--- src/rtl/uart_arb_pkg.sv ---
// Shared types and helpers for the UART TX arbiter and its round-robin picker.
package uart_arb_pkg;

  typedef enum logic [1:0] {
    ARB_IDLE = 2'd0,
    ARB_HDR  = 2'd1,
    ARB_DATA = 2'd2
  } arb_state_e;

  localparam logic [3:0] HdrMarker = 4'hA;

  function automatic int unsigned idx_width(input int unsigned n);
    return (n > 1) ? $clog2(n) : 1;
  endfunction

endpackage

--- src/rtl/uart_tx_arb_if.sv ---
// Requester-side and serializer-side byte handshakes of the UART TX arbiter.
interface uart_tx_arb_if #(
  parameter int unsigned NumReq = 4
);
  logic [NumReq-1:0]      req_valid;
  logic [NumReq-1:0][7:0] req_data;
  logic [NumReq-1:0]      req_last;
  logic [NumReq-1:0]      req_ready;
  logic                   tx_valid;
  logic [7:0]             tx_data;
  logic                   tx_ready;

  modport master (
    output req_valid, req_data, req_last, tx_ready,
    input  req_ready, tx_valid, tx_data
  );

  modport slave (
    input  req_valid, req_data, req_last, tx_ready,
    output req_ready, tx_valid, tx_data
  );
endinterface

--- src/rtl/uart_rr_pick.sv ---
// Combinational round-robin picker: first set request searching upward from i_last+1.
module uart_rr_pick
  import uart_arb_pkg::*;
#(
  parameter  int unsigned NumReq = 4,
  localparam int unsigned IdxW   = idx_width(NumReq)
) (
  input  logic [NumReq-1:0] i_req,
  input  logic [IdxW-1:0]   i_last,
  output logic [IdxW-1:0]   o_idx,
  output logic              o_any
);

  logic found;

  always_comb begin
    int unsigned k;
    logic [IdxW-1:0] k_idx;
    o_idx = '0;
    o_any = |i_req;
    found = 1'b0;
    k     = 0;
    k_idx = '0;
    for (int unsigned off = 1; off <= NumReq; off++) begin
      k     = (32'(i_last) + off) % NumReq;
      k_idx = IdxW'(k);
      if (!found && i_req[k_idx]) begin
        o_idx = k_idx;
        found = 1'b1;
      end
    end
  end

endmodule

--- src/rtl/uart_tx_arb.sv ---
// Packet-granular round-robin arbiter in front of the UART TX serializer, with stall watchdog.
// Define UART_TX_ARB_HDR_EN to prefix each packet with a {0xA, 0, id} header byte.
module uart_tx_arb
  import uart_arb_pkg::*;
#(
  parameter  int unsigned NumReq      = 4,
  parameter  int unsigned TimeoutBits = 16,
  localparam int unsigned IdxW        = idx_width(NumReq)
) (
  input  logic                   i_clk,
  input  logic                   i_rst_n,
  uart_tx_arb_if.slave           bus,
  input  logic [TimeoutBits-1:0] c_timeout_cyc,
  output logic                   o_busy,
  output logic [IdxW-1:0]        o_grant_id,
  output logic                   o_timeout
);

  arb_state_e             state_q, state_d;
  logic [IdxW-1:0]        grant_q, grant_d;
  logic [TimeoutBits-1:0] wd_q, wd_d;
  logic [IdxW-1:0]        pick_idx;
  logic                   pick_any;
  logic                   g_valid;
  logic                   g_last;

  uart_rr_pick #(
    .NumReq (NumReq)
  ) u_pick (
    .i_req  (bus.req_valid),
    .i_last (grant_q),
    .o_idx  (pick_idx),
    .o_any  (pick_any)
  );

  assign g_valid = bus.req_valid[grant_q];
  assign g_last  = bus.req_last[grant_q];

  always_comb begin
    state_d       = state_q;
    grant_d       = grant_q;
    wd_d          = wd_q;
    bus.tx_valid  = 1'b0;
    bus.tx_data   = '0;
    bus.req_ready = '0;
    o_timeout     = 1'b0;
    case (state_q)
      ARB_IDLE: begin
        if (pick_any) begin
          grant_d = pick_idx;
          wd_d    = '0;
`ifdef UART_TX_ARB_HDR_EN
          state_d = ARB_HDR;
`else
          state_d = ARB_DATA;
`endif
        end
      end
`ifdef UART_TX_ARB_HDR_EN
      ARB_HDR: begin
        bus.tx_valid = 1'b1;
        bus.tx_data  = {HdrMarker, 1'b0, 3'(grant_q)};
        if (bus.tx_ready) begin
          state_d = ARB_DATA;
          wd_d    = '0;
        end
      end
`endif
      ARB_DATA: begin
        bus.tx_valid           = g_valid;
        bus.tx_data            = bus.req_data[grant_q];
        bus.req_ready[grant_q] = bus.tx_ready;
        if (g_valid && bus.tx_ready) begin
          wd_d = '0;
          if (g_last) state_d = ARB_IDLE;
        end else if (!g_valid) begin
          // Only an absent owner counts as a stall; backpressure holds the counter.
          if ((c_timeout_cyc != '0) && (wd_q == c_timeout_cyc - TimeoutBits'(1))) begin
            state_d   = ARB_IDLE;
            o_timeout = 1'b1;
          end else if (wd_q != '1) begin
            wd_d = wd_q + TimeoutBits'(1);
          end
        end
      end
      default: state_d = ARB_IDLE;
    endcase
  end

  always_ff @(posedge i_clk or negedge i_rst_n) begin
    if (!i_rst_n) begin
      state_q <= ARB_IDLE;
      grant_q <= IdxW'(NumReq - 1);
      wd_q    <= '0;
    end else begin
      state_q <= state_d;
      grant_q <= grant_d;
      wd_q    <= wd_d;
    end
  end

  assign o_busy     = (state_q != ARB_IDLE);
  assign o_grant_id = grant_q;

endmodule

--- src/flat_wrapper.sv ---
// flat-port wrapper written by rule: the top's interface ports become plain ports
module uart_tx_arb_flat import uart_arb_pkg::*;
#(
  parameter  int unsigned NumReq      = 4,
  parameter  int unsigned TimeoutBits = 16,
  localparam int unsigned IdxW        = idx_width(NumReq)
)
  (i_clk, i_rst_n, c_timeout_cyc, o_busy, o_grant_id, o_timeout, bus_req_valid, bus_req_data, bus_req_last, bus_tx_ready, bus_req_ready, bus_tx_valid, bus_tx_data);
  uart_tx_arb_if #(.NumReq(NumReq)) bus_i ();
  input  logic i_clk;
  input  logic i_rst_n;
  input  logic [TimeoutBits-1:0] c_timeout_cyc;
  output logic o_busy;
  output logic [IdxW-1:0] o_grant_id;
  output logic o_timeout;
  input wire logic [$bits(bus_i.req_valid)-1:0] bus_req_valid;
  input wire logic [$bits(bus_i.req_data)-1:0] bus_req_data;
  input wire logic [$bits(bus_i.req_last)-1:0] bus_req_last;
  input wire logic [$bits(bus_i.tx_ready)-1:0] bus_tx_ready;
  output wire logic [$bits(bus_i.req_ready)-1:0] bus_req_ready;
  output wire logic [$bits(bus_i.tx_valid)-1:0] bus_tx_valid;
  output wire logic [$bits(bus_i.tx_data)-1:0] bus_tx_data;
  assign bus_i.req_valid = bus_req_valid;
  assign bus_i.req_data = bus_req_data;
  assign bus_i.req_last = bus_req_last;
  assign bus_i.tx_ready = bus_tx_ready;
  assign bus_req_ready = bus_i.req_ready;
  assign bus_tx_valid = bus_i.tx_valid;
  assign bus_tx_data = bus_i.tx_data;
  uart_tx_arb #(.NumReq(NumReq), .TimeoutBits(TimeoutBits)) u_core (.i_clk(i_clk), .i_rst_n(i_rst_n), .bus(bus_i), .c_timeout_cyc(c_timeout_cyc), .o_busy(o_busy), .o_grant_id(o_grant_id), .o_timeout(o_timeout));
endmodule
--- config.mk ---
export PLATFORM = sky130hd
export DESIGN_NAME = uart_tx_arb_flat
export DESIGN_NICKNAME = d
export VERILOG_FILES = /design/src/rtl/uart_arb_pkg.sv /design/src/rtl/uart_tx_arb_if.sv /design/src/rtl/uart_rr_pick.sv /design/src/rtl/uart_tx_arb.sv /design/src/flat_wrapper.sv
export SDC_FILE = /design/constraint.sdc
export NUM_CORES = 1
export LEC_CHECK = 0
export CORE_UTILIZATION = 50
export CTS_CLUSTER_SIZE = 8
export DETAILED_ROUTE_END_ITERATION = 7
export HOLD_SLACK_MARGIN = 0.02
export PLACE_DENSITY = 0.87
export RECOVER_POWER = 50
export SLEW_MARGIN = 25
export SYNTH_ARGS = -nofsm -noshare
export SYNTH_HDL_FRONTEND = slang
export SYNTH_SLANG_ARGS = --single-unit
--- constraint.sdc ---
create_clock -name i_clk -period 5.6 [get_ports i_clk]
set_clock_uncertainty 0.15 [all_clocks]
set_input_delay 0.56 -clock i_clk [delete_from_list [all_inputs] [get_ports i_clk]]
set_output_delay 0.56 -clock i_clk [all_outputs]
set_load 0.01 [all_outputs]
==> results.md, run 1 <==
- Outcome: complete, no violations
- Clk pwr share: 0.112
- Rows: 23
- Reg2Reg Depth: 7
- Die outline area: 0.00474 mm^2
- Leak Pwr: 0.00117 uW
- CTS Hold Buffers Added: 0
- Ys async rst share: 1.00
- Max FO, Critical Path: 10
- Non-filler cells, final: 362
- Total grt overflow: 0
- Post-route design area: 0.00302 mm^2
- Die Y: 68.8 um
- Min Tclk post-route: 4390 ps
- Drt first pass iters: 5
- P_int: 509 uW
- Clock buffer count from CTS: 3
- Number of hold violations in the final report: 0
- Largest net degree at the start of global routing: 22
- Post-synthesis register bit count: 19
- Switching power: 360 uW
- FF-to-FF End: u_core.wd_q[11]
- RSZ-0062 raised after global routing: no
- HPWL Detailed: 4740 um
- Syn avg cell area: 9.08 um^2
- Avg Vias per Cell: 6.20
- H-tree depth: 1
- Crit path launch: c_timeout_cyc[0]
- Placed Cells: 358
- Gp weighted congestion: 0.802
- CP cell instances: clkdlybuf4s50_1 -> inv_1 -> ha_1 -> nor3b_2 -> and3_1 -> or3_1 -> a2111oi_4 -> o2111ai_4 -> nor2_1 -> clkdlybuf4s50_1
- Worst skew pair latency: 260 ps
- IO buf count: 75
- DRT iter0 DRCs: 99
- Maximum capacitance violations: 0
- Critical path endpoint: o_timeout
- WL/cell: 16.5 um
- PwrDens: 288 mW/mm^2
- Setup violations, final: 0
- Reg2reg start: u_core.o_grant_id[0]
- Reg clk slew, reported paths: 70 ps
- CTS root buf: clkbuf_8
- Synth Instances: 246
- Reg2reg setup slack: 2130 ps
- Vias in the first global route: 2067
- Placement Cell Area: 0.00297 mm^2
- WP data arrival: 3680 ps
- Synth warn: 0
- DRT Wirelength: 5960 um
- Commonest non-fill, non-tap cells in the layout: clkdlybuf4s50_1, nor2_1, dfrtp_1, xnor2_1, nand3_1
- CTS tree: done
- Critical Path Start Type: input port
- Most used DFF post-synth: dfrtp_1
- DRT antenna net count: 0
- Post-Syn Nets: 312
- Gates resized, CTS repair: 0
- First-pass GRT wire length: 9360 um
- Final setup TNS: 0 ps
- Distinct cell type count of the synthesized netlist: 59
- Area Growth Syn to Fin: 35.1%
- Die X: 68.8 um
- Total core area: 0.00414 mm^2
- Worst Setup End Kind: output port
- Global-route usage over all layers: 0.266
- Fmax: 228 MHz
- Top cell by count, worst path: clkdlybuf4s50_1
- Required @ worst endpoint: 4890 ps
- # IOs: 76
- DRC violations left: 0
- Worst-Margin Slew: 933 ps
- Commonest non-fill, non-tap cell in the layout: clkdlybuf4s50_1
- Filler Cell Count: 316
- Final Max Tran Viols: 0
- N_diodes: 0
- Slowest cell on crit path: clkdlybuf4s50_1
- Largest stage delay on the critical path: 610 ps
- Worst slew margin: 0.378
- Initial antenna violation count: 0
- Peak supply drop: 0.000200 V
- Post-synthesis sequential area ratio: 0.214
- WS Path Type: input port to output port
- Starting density of the core: 0.539
- Clock sink count: 19
- Post-CTS setup buffer count: 0
- Combinational fraction of design power: 0.615
- Hold crit path type: register to register
- Cell Area, Synth: 0.00223 mm^2
- Switching Share: 0.415
- Fin nets: 379
- Post-synth EDFFs: 0
- Share of cells above drive strength 1: 0.0833
- Clock buffer depth: 2
- Via count of the routed design: 2243
- Period utilization: 0.784
- Flop pwr share: 0.273
[layer usage]
metal / vias up / wire length, um / track usage
met5: - / 0 / 0
met4: 0 / 91 / 0.0816
met3: 11 / 399 / 0.0362
met2: 107 / 2860 / 0.451
met1: 1072 / 2610 / 0.351
li1: 1053 / - / -
[state kept, by name, indices dropped and copies added, names as in the netlist]
name               count
u_core.wd_q           16
u_core.o_grant_id      2
u_core.state_q         1
[critical path: cells and delay by family]
| kind | cells | cell delay [ps] |
|---|---|---|
| AOI/OAI and AO/OA | 2 | 600 |
| adders and majority gates | 1 | 280 |
| buffers and inverters | 3 | 1270 |
| and+or+nand+nor | 4 | 960 |
[power by group through the flow]
| stage | clock (uW) | sequential [uW] | combinational [uW] |
|---|---|---|---|
| 3_5_place_dp | 0 | 244 | 535 |
| 4_1_cts | 97.1 | 242 | 539 |
| 3_3_place_gp | 0 | 243 | 522 |
| 5_1_grt | 103 | 249 | 575 |
| 6_report | 97.3 | 237 | 535 |
| 2_1_floorplan | 0 | 192 | 373 |
[stage by stage]
stage               power [uW]  utilization  setup WS [ps]  hold WS, ps
finish                     869        0.728           1210          384
CTS                        878        0.728           1200          384
floorplan                  565            -           2420          114
detailed placement         780        0.717           1200          374
global route               928        0.728           1040          435
global placement           765        0.717           1280          369
[how the worst min path moves through the flow]
stage                    start           endpoint  slack, ps  cells after the start
6_report       u_core.wd_q[12]    u_core.wd_q[12]        380                      1
2_1_floorplan          i_rst_n  u_core.state_q[1]        110                      0
5_1_grt        u_core.wd_q[12]    u_core.wd_q[12]        440                      1
3_5_place_dp   u_core.wd_q[12]    u_core.wd_q[12]        370                      1
3_3_place_gp   u_core.wd_q[12]    u_core.wd_q[12]        370                      1
4_1_cts        u_core.wd_q[12]    u_core.wd_q[12]        380                      1
[cell type report]
type,instances,area [um^2],share of cell area
clock buffer,4,45.0,0.0149
timing repair buffer,75,751,0.249
tap,50,62.6,0.0207
sequential,19,478,0.158
inverter,10,37.5,0.0124
multi-input combinational,204,1640,0.545
[synthesized netlist by cell type (all sizes together) (6+ instances only)]
| master | n | area, um^2 |
|---|---|---|
| o31ai | 6 | 45.0 |
| a21oi | 7 | 35.0 |
| ha | 7 | 87.6 |
| and3 | 10 | 62.6 |
| nand2 | 11 | 48.8 |
| nor2 | 17 | 63.8 |
| dfrtp | 17 | 425 |
| o211ai | 6 | 45.0 |
| inv | 10 | 37.5 |
| nand3 | 14 | 70.1 |
| xor2 | 8 | 70.1 |
| o21ai | 12 | 60.1 |
| xnor2 | 15 | 131 |
| mux2i | 8 | 80.1 |
| buf | 8 | 55.1 |
| and2 | 12 | 75.1 |
| mux4 | 9 | 203 |
[cell families (layout without fill, tap and decap cells)]
logic type / count (synthesis) / in the layout / share of synthesized area
AND/OR/NAND/NOR: 102 / 102 / 0.283
flip-flops: 19 / 19 / 0.214
buffers and inverters: 23 / 89 / 0.0499
XOR/XNOR: 23 / 23 / 0.0902
multiplexers: 19 / 19 / 0.137
AO/OA/AOI/OAI: 53 / 53 / 0.187
adder cells (fa/ha/maj): 7 / 7 / 0.0392
Power figures use the tool's default switching activity.
==> run 2: changes to the inputs <==
--- a/config.mk
+++ b/config.mk
@@ -5,11 +5,11 @@
 export SDC_FILE = /design/constraint.sdc
 export NUM_CORES = 1
 export LEC_CHECK = 0
-export CORE_UTILIZATION = 50
+export CORE_UTILIZATION = 47
 export CTS_CLUSTER_SIZE = 8
 export DETAILED_ROUTE_END_ITERATION = 7
 export HOLD_SLACK_MARGIN = 0.02
-export PLACE_DENSITY = 0.87
+export PLACE_DENSITY = 0.82
 export RECOVER_POWER = 50
 export SLEW_MARGIN = 25
 export SYNTH_ARGS = -nofsm -noshare
==> constraint.sdc (replaced) <==
create_clock -name i_clk -period 4.3 [get_ports i_clk]
set_clock_uncertainty 0.15 [all_clocks]
set_input_delay 0.43 -clock i_clk [delete_from_list [all_inputs] [get_ports i_clk]]
set_output_delay 0.43 -clock i_clk [all_outputs]
set_load 0.01 [all_outputs]
==> results.md, run 2 (synthesized netlist as in run 1, its figures left out) <==
- GR Util met3: 0.0456 (+0.00940)
- Die outline area: 0.00503 mm^2 (+6.2%)
- Worst Setup End Kind: output port
- GRT busiest layer: met2
- Total grt overflow: 0 (unchanged)
- Number of hold violations in the final report: 0 (unchanged)
- Commonest non-fill, non-tap cells in the layout: clkdlybuf4s50_1, nor2_1, dfrtp_1, xnor2_1, nand3_1
- Gp weighted congestion: 0.842 (+5.0%)
- Worst skew pair latency: 260 ps (about the same)
- Fin nets: 381 (+0.53%)
- Via count of the routed design: 2248 (+0.22%)
- # IOs: 76 (unchanged)
- HPWL Detailed: 4570 um (-3.5%)
- CTS Hold Buffers Added: 0 (unchanged)
- WS Path Type: input port to output port
- Rows: 24 (+4.3%)
- CTS root buf: clkbuf_8
- Final WS setup: 256 ps (-955 ps)
- Initial antenna violation count: 0 (unchanged)
- Total core area: 0.00447 mm^2 (+8.0%)
- Largest net degree at the start of global routing: 22 (unchanged)
- Starting density of the core: 0.499 (-0.0398)
- Clock buffer count from CTS: 3 (unchanged)
- Failing checks: DRC
- Worst slew margin: 0.381 (+0.00330)
- Leak Pwr: 0.00118 uW (+0.75%)
- Vias in the first global route: 2368 (+15%)
- DRT iter0 DRCs: 81 (-18%)
- Die X: 70.9 um (+3.1%)
- Share of cells above drive strength 1: 0.0892 (+0.00584)
- DRC violations left: 10 (+10)
- First-pass GRT wire length: 10300 um (+10%)
- Critical Path Start Type: input port
- Global-route usage over all layers: 0.258 (-0.00793)
- Global routing usage on met1: 0.302 (-0.0488)
- WP data arrival: 3460 ps (-220 ps)
- Top reg by flops: u_core.wd_q
- Post-CTS setup buffer count: 0 (unchanged)
- Required @ worst endpoint: 3720 ps (-1170 ps)
- Hold crit path type: register to register
- Fmax: 247 MHz
- DRT antenna net count: 0 (unchanged)
- Drt first pass iters: 6 (+1)
- Clock buffer depth: 2 (unchanged)
- Final Max Tran Viols: 0 (unchanged)
- Outcome: finished with violations
- Worst-Margin Slew: 929 ps (-4.95 ps)
- RSZ-0062 raised after global routing: no
- CTS tree: done
- Max FFs per register: 16 (unchanged)
- Final setup TNS: 0 ps (unchanged)
- WL/cell: 15.8 um (-3.8%)
- Setup violations, final: 0 (unchanged)
- Worst slack at placement: 258 ps (-940 ps)
- Met2 global-route usage: 0.459 (+0.00842)
- Commonest non-fill, non-tap cell in the layout: clkdlybuf4s50_1
- H-tree depth: 1 (unchanged)
- IO buf count: 75 (unchanged)
- Clock sink count: 19 (unchanged)
- N_diodes: 0 (unchanged)
- Reg clk slew, reported paths: 80 ps (about the same)
- Gates resized, CTS repair: 0 (unchanged)
- Min Tclk post-route: 4040 ps
- Peak supply drop: 0.000270 V (+35%)
- Period utilization: 0.940
- DRT Wirelength: 5800 um (-2.8%)
- PwrDens: 371 mW/mm^2 (+29%)
- Avg Vias per Cell: 6.14 (-0.87%)
- Max FO, Critical Path: 7 (-3)
- Area Growth Syn to Fin: 35.9%
- Maximum capacitance violations: 0 (unchanged)
- Die Y: 70.9 um (+3.1%)
## run 2: critical path, cell delays in order
cell	delay, ps
clkdlybuf4s50_1	590
inv_1	110
ha_1	260
nor3b_2	220
and3_1	180
or3_1	410
a2111oi_4	350
o2111ai_4	170
nor2_1	170
clkdlybuf4s50_1	570
## run 2: layout make-up
cell class | instances | area [um^2]
clock buffers | 4 | 45.0
fillers | 371 | 1440
inverters | 10 | 37.5
multi-input cells | 204 | 1640
flip-flops and latches | 19 | 478
well taps | 52 | 65.1
repair buffers | 77 | 766
## run 2: final timing paths
kind	from	to	slack (ps)	depth (start not counted)
setup / recovery	c_timeout_cyc[1]	o_timeout	260	10
hold / removal	u_core.wd_q[12]	u_core.wd_q[12]	380	1
setup reg to reg	u_core.o_grant_id[0]	u_core.wd_q[11]	770	7
hold reg to reg	u_core.wd_q[12]	u_core.wd_q[12]	380	1
max in group asynchronous	i_rst_n	u_core.wd_q[0]	2890	1
min in group asynchronous	i_rst_n	u_core.wd_q[7]	580	1
## run 2: metal layers
| layer | wire length, um | vias up |
|---|---|---|
| met4 | 146 | 0 |
| met3 | 455 | 12 |
| met1 | 2260 | 1052 |
| li1 | - | 1067 |
| met2 | 2940 | 117 |
| met5 | 0 | - |
## run 2: per-stage QoR
stage          area, um^2  utilization  instances  power (uW)  hold WS (ps)
5_1_grt              3040        0.678        366        1220           424
6_report             3040        0.678        366        1130           384
3_5_place_dp         2990        0.668        362        1010           377
2_1_floorplan        2230            -        246         736         -15.6
3_3_place_gp         2990        0.668        362         990           369
4_1_cts              3040        0.678        366        1140           386
## run 2: report_power, final
| part | internal (uW) | switching [uW] | total (uW) |
|---|---|---|---|
| Sequential | 210 | 95.6 | 306 |
| Clock | 66.0 | 61.6 | 128 |
| Combinational | 388 | 305 | 692 |
| Total | 664 | 462 | 1130 |
